[src/rtl/chr_gen_pkg.sv]
// Shared constants for the character-generator VRAM write path: PIO command
// word bit positions, status word layout and default bridge sizes.
package chr_gen_pkg;

   localparam int unsigned C_DEPTH_DEF   = 8;
   localparam int unsigned C_AW_DEF      = 10;

   localparam int unsigned WD_DATA_MSB   = 7;
   localparam int unsigned WD_AINC_BIT   = 12;
   localparam int unsigned WD_CLR_BIT    = 13;
   localparam int unsigned WD_WTOG_BIT   = 14;

   localparam int unsigned STS_CNT_MSB   = 6;
   localparam int unsigned STS_EMPTY_BIT = 8;
   localparam int unsigned STS_FULL_BIT  = 9;
   localparam int unsigned STS_OVF_BIT   = 10;
   localparam int unsigned STS_BUSY_BIT  = 11;

   typedef struct packed {
      logic [6:0] count;
      logic       empty;
      logic       full;
      logic       ovf;
      logic       busy;
   } sts_t;

   function automatic logic [15:0] sts_pack(input sts_t s);
      logic [15:0] w;
      w                = 16'h0000;
      w[STS_CNT_MSB:0] = s.count;
      w[STS_EMPTY_BIT] = s.empty;
      w[STS_FULL_BIT]  = s.full;
      w[STS_OVF_BIT]   = s.ovf;
      w[STS_BUSY_BIT]  = s.busy;
      return w;
   endfunction

endpackage

[src/rtl/vram_wr_fifo.sv]
// Single-clock FIFO holding queued {address, data} VRAM writes; synchronous
// active-low reset and a synchronous flush.
module vram_wr_fifo #(
   parameter int unsigned C_DEPTH = 8,
   parameter int unsigned C_DW    = 18
) (
   input  logic                      CK_i,
   input  logic                      RST_N_i,
   input  logic                      PUSH_i,
   input  logic                      POP_i,
   input  logic                      CLR_i,
   input  logic [C_DW-1:0]           DIN_i,
   output logic [C_DW-1:0]           DOUT_o,
   output logic                      FULL_o,
   output logic                      EMPTY_o,
   output logic [$clog2(C_DEPTH):0]  COUNT_o
);
   localparam int unsigned C_PW = $clog2(C_DEPTH);
   localparam int unsigned C_CW = C_PW + 1;

   logic [C_DW-1:0] mem_q [C_DEPTH];
   logic [C_PW-1:0] wr_ptr_q;
   logic [C_PW-1:0] rd_ptr_q;
   logic [C_CW-1:0] count_q;
   logic [C_CW-1:0] count_d;

   always_comb begin
      case ({PUSH_i, POP_i})
         2'b10:   count_d = count_q + C_CW'(1);
         2'b01:   count_d = count_q - C_CW'(1);
         default: count_d = count_q;
      endcase
   end

   always_ff @(posedge CK_i) begin
      if (!RST_N_i || CLR_i) begin
         wr_ptr_q <= '0;
         rd_ptr_q <= '0;
         count_q  <= '0;
      end else begin
         if (PUSH_i) begin
            wr_ptr_q <= wr_ptr_q + C_PW'(1);
         end
         if (POP_i) begin
            rd_ptr_q <= rd_ptr_q + C_PW'(1);
         end
         count_q <= count_d;
      end
   end

   // Storage needs no reset; occupancy is tracked by the pointers and count.
   always_ff @(posedge CK_i) begin
      if (PUSH_i) begin
         mem_q[wr_ptr_q] <= DIN_i;
      end
   end

   assign DOUT_o  = mem_q[rd_ptr_q];
   assign FULL_o  = (count_q == C_CW'(C_DEPTH));
   assign EMPTY_o = (count_q == '0);
   assign COUNT_o = count_q;

endmodule

[src/rtl/vram_wr_bridge.sv]
// CPU PIO to VRAM write bridge: WTOG-edge requests are queued and drained as
// single-cycle VRAM writes. Define VRAM_WR_BRIDGE_BLANK_GATE_EN to drain only in blanking.
module vram_wr_bridge
   import chr_gen_pkg::*;
#(
   parameter int unsigned C_DEPTH = C_DEPTH_DEF,
   parameter int unsigned C_AW    = C_AW_DEF
) (
   input  logic            CK_i,
   input  logic            XSYS_R_i,
   input  logic [15:0]     WA_REG_i,
   input  logic [15:0]     WD_REG_i,
   input  logic            BLANK_i,
   output logic            VRAM_WE_o,
   output logic [C_AW-1:0] VRAM_WAs_o,
   output logic [7:0]      VRAM_WDs_o,
   output logic [15:0]     STS_o
);
   localparam int unsigned C_CW = $clog2(C_DEPTH) + 1;
   localparam int unsigned C_DW = C_AW + 8;

   logic [15:0]     wa_s1_q, wd_s1_q, wa_prev_q;
   logic            wtog_prev_q, s1_vld_q, primed_q;
   logic [C_AW-1:0] ptr_q, ptr_d;
   logic            ovf_q, ovf_d;
   logic            we_q;
   logic [C_AW-1:0] was_q;
   logic [7:0]      wds_q;
   logic [15:0]     sts_q;
   sts_t            sts_s;

   logic            wtog_s, ainc_s, clr_s;
   logic [7:0]      data_s;
   logic            req_s, reload_s, drain_en_s, push_s, pop_s;
   logic [C_AW-1:0] entry_addr_s;
   logic            fifo_full_s, fifo_empty_s;
   logic [C_CW-1:0] fifo_cnt_s;
   logic [C_DW-1:0] fifo_dout_s;
   logic            unused_s;

   assign wtog_s = wd_s1_q[WD_WTOG_BIT];
   assign ainc_s = wd_s1_q[WD_AINC_BIT];
   assign clr_s  = wd_s1_q[WD_CLR_BIT];
   assign data_s = wd_s1_q[WD_DATA_MSB:0];

`ifdef VRAM_WR_BRIDGE_BLANK_GATE_EN
   assign drain_en_s = BLANK_i;
   assign unused_s   = ^{wd_s1_q[15], wd_s1_q[11:8]};
`else
   assign drain_en_s = 1'b1;
   assign unused_s   = ^{wd_s1_q[15], wd_s1_q[11:8], BLANK_i};
`endif

   // A full FIFO still accepts a request when the same cycle pops; CLR wins over everything.
   always_comb begin
      req_s    = primed_q && (wtog_s != wtog_prev_q);
      reload_s = primed_q && (wa_s1_q != wa_prev_q);
      pop_s    = !fifo_empty_s && drain_en_s && !clr_s;
      push_s   = req_s && !clr_s && (!fifo_full_s || pop_s);

      if (!ainc_s) begin
         entry_addr_s = wa_s1_q[C_AW-1:0];
      end else if (reload_s) begin
         entry_addr_s = wa_s1_q[C_AW-1:0];
      end else begin
         entry_addr_s = ptr_q;
      end

      if (push_s && ainc_s) begin
         ptr_d = entry_addr_s + C_AW'(1);
      end else if (reload_s) begin
         ptr_d = wa_s1_q[C_AW-1:0];
      end else begin
         ptr_d = ptr_q;
      end

      if (clr_s) begin
         ovf_d = 1'b0;
      end else if (req_s && !push_s) begin
         ovf_d = 1'b1;
      end else begin
         ovf_d = ovf_q;
      end

      sts_s.count = 7'(fifo_cnt_s);
      sts_s.empty = fifo_empty_s;
      sts_s.full  = fifo_full_s;
      sts_s.ovf   = ovf_q;
      sts_s.busy  = !fifo_empty_s || we_q;
   end

   always_ff @(posedge CK_i) begin
      if (!XSYS_R_i) begin
         wa_s1_q     <= 16'h0000;
         wd_s1_q     <= 16'h0000;
         wa_prev_q   <= 16'h0000;
         wtog_prev_q <= 1'b0;
         s1_vld_q    <= 1'b0;
         primed_q    <= 1'b0;
         ptr_q       <= '0;
         ovf_q       <= 1'b0;
         we_q        <= 1'b0;
         was_q       <= '0;
         wds_q       <= 8'h00;
         sts_q       <= 16'h0100;
      end else begin
         wa_s1_q     <= WA_REG_i;
         wd_s1_q     <= WD_REG_i;
         wa_prev_q   <= wa_s1_q;
         wtog_prev_q <= wtog_s;
         s1_vld_q    <= 1'b1;
         primed_q    <= s1_vld_q;
         ptr_q       <= ptr_d;
         ovf_q       <= ovf_d;
         we_q        <= pop_s;
         if (pop_s) begin
            was_q <= fifo_dout_s[C_DW-1:8];
            wds_q <= fifo_dout_s[7:0];
         end
         sts_q       <= sts_pack(sts_s);
      end
   end

   vram_wr_fifo #(
      .C_DEPTH (C_DEPTH),
      .C_DW    (C_DW)
   ) u_fifo (
      .CK_i    (CK_i),
      .RST_N_i (XSYS_R_i),
      .PUSH_i  (push_s),
      .POP_i   (pop_s),
      .CLR_i   (clr_s),
      .DIN_i   ({entry_addr_s, data_s}),
      .DOUT_o  (fifo_dout_s),
      .FULL_o  (fifo_full_s),
      .EMPTY_o (fifo_empty_s),
      .COUNT_o (fifo_cnt_s)
   );

   assign VRAM_WE_o  = we_q;
   assign VRAM_WAs_o = was_q;
   assign VRAM_WDs_o = wds_q;
   assign STS_o      = sts_q;

endmodule
[config.mk]
export PLATFORM = sky130hd
export DESIGN_NAME = vram_wr_bridge
export DESIGN_NICKNAME = d
export VERILOG_FILES = /design/src/rtl/chr_gen_pkg.sv /design/src/rtl/vram_wr_fifo.sv /design/src/rtl/vram_wr_bridge.sv
export SDC_FILE = /design/constraint.sdc
export NUM_CORES = 1
export LEC_CHECK = 0
export ABC_AREA = 1
export BUFFER_PORTS_ARGS = -buffer_cell sky130_fd_sc_hd__buf_2
export CORE_UTILIZATION = 54
export CTS_CLUSTER_SIZE = 10
export DETAILED_ROUTE_END_ITERATION = 7
export PLACE_DENSITY = 0.76
export SLEW_MARGIN = 10
export SYNTH_ARGS = -nofsm -noshare
export SYNTH_HDL_FRONTEND = slang
export SYNTH_SLANG_ARGS = --single-unit
[constraint.sdc]
create_clock -name CK_i -period 2.7 [get_ports CK_i]
set_clock_uncertainty 0.1 [all_clocks]
set_input_delay 0.54 -clock CK_i [delete_from_list [all_inputs] [get_ports CK_i]]
set_output_delay 0.54 -clock CK_i [all_outputs]
set_load 0.01 [all_outputs]
==> flow_summary.toml <==
[detailed_routing]
drtPass1Iterations = 4
detailedRoute.firstIterationViolations = 383
drt_wl_total_um = 18200
antenna_violating_nets_post_route = 0
vias = 6439
wl_per_cell_um = 14.6
drc_errors = 0
drt-vias-per-instance = 5.16

[outcome]
outcome = "completed"

[timing]
slew_headroom_pct = 53.5
setup_slack_ns = 0.256
sum_of_negative_setup_slack_ns = 0
grt_setup_unrepaired = "no"
setup_viol = 0
worstMarginPinSlew_ns = 0.697
period_minus_slack_ns = 2.44
maxSlewViolCount = 0
post-route-period-util_pct = 90.5
fmax_mhz = 409
hold_violations = 0

[clock_network]
cts_tree = "done"
cts.hold.buffers_added = 0
numCtsBuffers = 27
cts_resized = 0
cts_post_setup_buffers_inserted = 0
clock_path_buffers = 3
htreeDepth = 1
cts_root_buf = "sky130_fd_sc_hd__clkbuf_16"
clk-insertion-delay-late_ns = 0.52
tritoncts_num_sinks = 238
clkTransAtPathRegs_ns = 0.06

[layout]
final_common_cell = "sky130_fd_sc_hd__nand2_1"
n_fill_cell = 1377
postLayoutCoreUtil_pct = 62.8
nNetsFinal = 1045
areaGrowthSynthToFinish_pct = 13.6
finalNonFillerCells = 1248
post_route_cells_drive_above_1_share_pct = 14.0
antenna_cells_inserted = 0
most-common-layout-cells = "sky130_fd_sc_hd__nand2_1 (175), sky130_fd_sc_hd__edfxtp_1 (144), sky130_fd_sc_hd__inv_1 (115)"

[synthesis]
synth-edff-count = 144
synth.yosys.seq_area_share_pct = 65.1
synth_area_um2 = 9530
post_synth_inst_count = 943
synthesized_area_divided_by_synthesized_cell_count_um2 = 10.1
async_flop_share_pct = 0
number_of_warning_messages_in_the_yosys_log = 0
synth-seq-cells = 238
synth.distinct_cells = 33
ys_dominant_reg_cell = "sky130_fd_sc_hd__edfxtp_1"

[floorplan]
io_count = 70
die-height_um = 135
die_area_um2 = 18200
placeableCoreArea_um2 = 17200
die-width_um = 135
start_util_pct = 55.3
placementRows = 48

[pwr]
power.ir.vdd_worst_mv = 0.569
power_leakage_nw = 4.57
pwrdens_nw_per_um2 = 873
post-layout-total-power_mw = 9.44

[global_routing]
grt_pass1_wl_um = 29800
grt_pass1_vias = 6075
globalRouteTotalUtil_pct = 21.0
grt_start_max_net_pins = 74
overflow = 0
antenna_found_initial = 0

[place]
post_place_setup_slack_ns = 0.344
io_buffer_count = 55
post-place-cells = 1201
gp_congestion = 0.805
dp.final_hpwl_um = 10800

[min_path]
holdPathEnd = "wd_s1_q[1]$_SDFF_PN0_"
hold-path-cell-count = 3
timing.hold.worst.start = "WD_REG_i[1]"
worstHoldPathType = "in2reg"

[critical_path]
cp-end-kind = "flop"
critPathRequiredTime_ns = 3.05
startpoint_of_the_most_critical_register_to_register_path = "u_fifo.COUNT_o[0]$_SDFFE_PP0P_"
crit_fanout = 5
worst-r2r-setup-slack_ns = 0.26
critical_path_class = "reg2reg"
crit_arrival_ns = 2.79
r2r-end = "u_fifo.COUNT_o[3]$_SDFFE_PP0P_"
critical_path.startpoint_type = "flop"
ff2ff_path_depth = 12

[run]
max-cap-violations = 0
-- cells in the mapped netlist, types with 9 or more instances --
library cell               count  share of area (%)
sky130_fd_sc_hd__a21oi_1      29                1.5
sky130_fd_sc_hd__nand2_1     175                6.9
sky130_fd_sc_hd__edfxtp_1    144                 45
sky130_fd_sc_hd__o221ai_1     18                1.7
sky130_fd_sc_hd__dfxtp_1      94                 20
sky130_fd_sc_hd__nand3_1      32                1.7
sky130_fd_sc_hd__buf_4        10               0.79
sky130_fd_sc_hd__clkbuf_1     37                1.5
sky130_fd_sc_hd__o22ai_1      18                1.2
sky130_fd_sc_hd__o211ai_1     19                1.5
sky130_fd_sc_hd__nor2_1      107                4.2
sky130_fd_sc_hd__nand2_4       9                1.1
sky130_fd_sc_hd__o21ai_0      88                4.6
sky130_fd_sc_hd__inv_1       116                4.6
-- worst max-delay path by stage --
stage          depth (start not counted)                            from  slack (ns)                        endpoint
3_5_place_dp                          19           wa_s1_q[8]$_SDFF_PN0_        0.34             ptr_q[8]$_SDFF_PN0_
3_3_place_gp                          19           wa_s1_q[6]$_SDFF_PN0_        0.40             ptr_q[8]$_SDFF_PN0_
4_1_cts                               12  u_fifo.COUNT_o[1]$_SDFFE_PP0P_        0.26  u_fifo.COUNT_o[3]$_SDFFE_PP0P_
5_1_grt                               18           wa_s1_q[8]$_SDFF_PN0_        0.05             ptr_q[4]$_SDFF_PN0_
2_1_floorplan                          9             primed_q$_SDFF_PN0_        0.19    u_fifo.mem_q[1][0]$_DFFE_PP_
6_report                              12  u_fifo.COUNT_o[0]$_SDFFE_PP0P_        0.26  u_fifo.COUNT_o[3]$_SDFFE_PP0P_
-- critical path: stages, from the launching register on --
cell and delay, ns:
sky130_fd_sc_hd__dfxtp_1 0.35, sky130_fd_sc_hd__inv_1 0.11, sky130_fd_sc_hd__nand3_1 0.14, sky130_fd_sc_hd__nor2_1 0.34, sky130_fd_sc_hd__nor2_1 0.13, sky130_fd_sc_hd__inv_1 0.11, sky130_fd_sc_hd__nor2_1 0.08, sky130_fd_sc_hd__ha_1 0.33
sky130_fd_sc_hd__a21oi_1 0.13, sky130_fd_sc_hd__nand2_1 0.07, sky130_fd_sc_hd__o21ai_0 0.21, sky130_fd_sc_hd__o21ai_0 0.11, sky130_fd_sc_hd__a21oi_1 0.15
-- per-stage QoR --
step	instance area (um^2)	hold slack, ns
2_1_floorplan	9560	0.290
3_3_place_gp	10100	0.295
3_5_place_dp	10100	0.303
4_1_cts	10800	0.0710
5_1_grt	10800	0.0857
6_report	10800	0.0938
-- metal layers --
layer  wire length [um]  up-vias  track usage [%]
li1                   -     3248                -
met3               1010       24             2.85
met2               8830      182             36.5
met1               8120     2985             28.0
met5                  0        -                0
met4                276        0             4.68
-- sequential cells by signal, summed over array words and instances (netlist names), 4 cells and up --
register and count:
VRAM_WAs_o 10, u_fifo.mem_q 144, STS_o 8, wd_s1_q 11, VRAM_WDs_o 8, ptr_q 10, wa_s1_q 16, u_fifo.COUNT_o 4
wa_prev_q 16
-- report_power, final --
part / internal, mW / leakage (nW) / switching (mW) / total [mW]
clock: 1.87 / 0.365 / 1.32 / 3.19
combinational: 0.709 / 2.11 / 1.32 / 2.03
sequential: 4.10 / 2.09 / 0.130 / 4.23
-- logic make-up (layout without fill, tap and decap cells) --
group | Yosys count | in the layout | share of synthesized area (%)
simple gates | 344 | 344 | 15.4
flops | 238 | 238 | 65.1
compound gates | 177 | 177 | 10.9
buf+inv | 176 | 249 | 7.61
fa+ha+maj | 5 | 5 | 0.735
xor+xnor | 2 | 2 | 0.184
other cells | 1 | 8 | 0.0393
-- area by class of cell --
cell class	count	area, um^2	area share, %
timing repair buffer	79	480	4.44
sequential	238	6210	57.4
clock buffer	46	747	6.90
tap	225	282	2.60
clock inverter	1	20.0	0.185
inverter	123	462	4.27
multi-input combinational	536	2630	24.3
(Power assumes the default switching activity.)
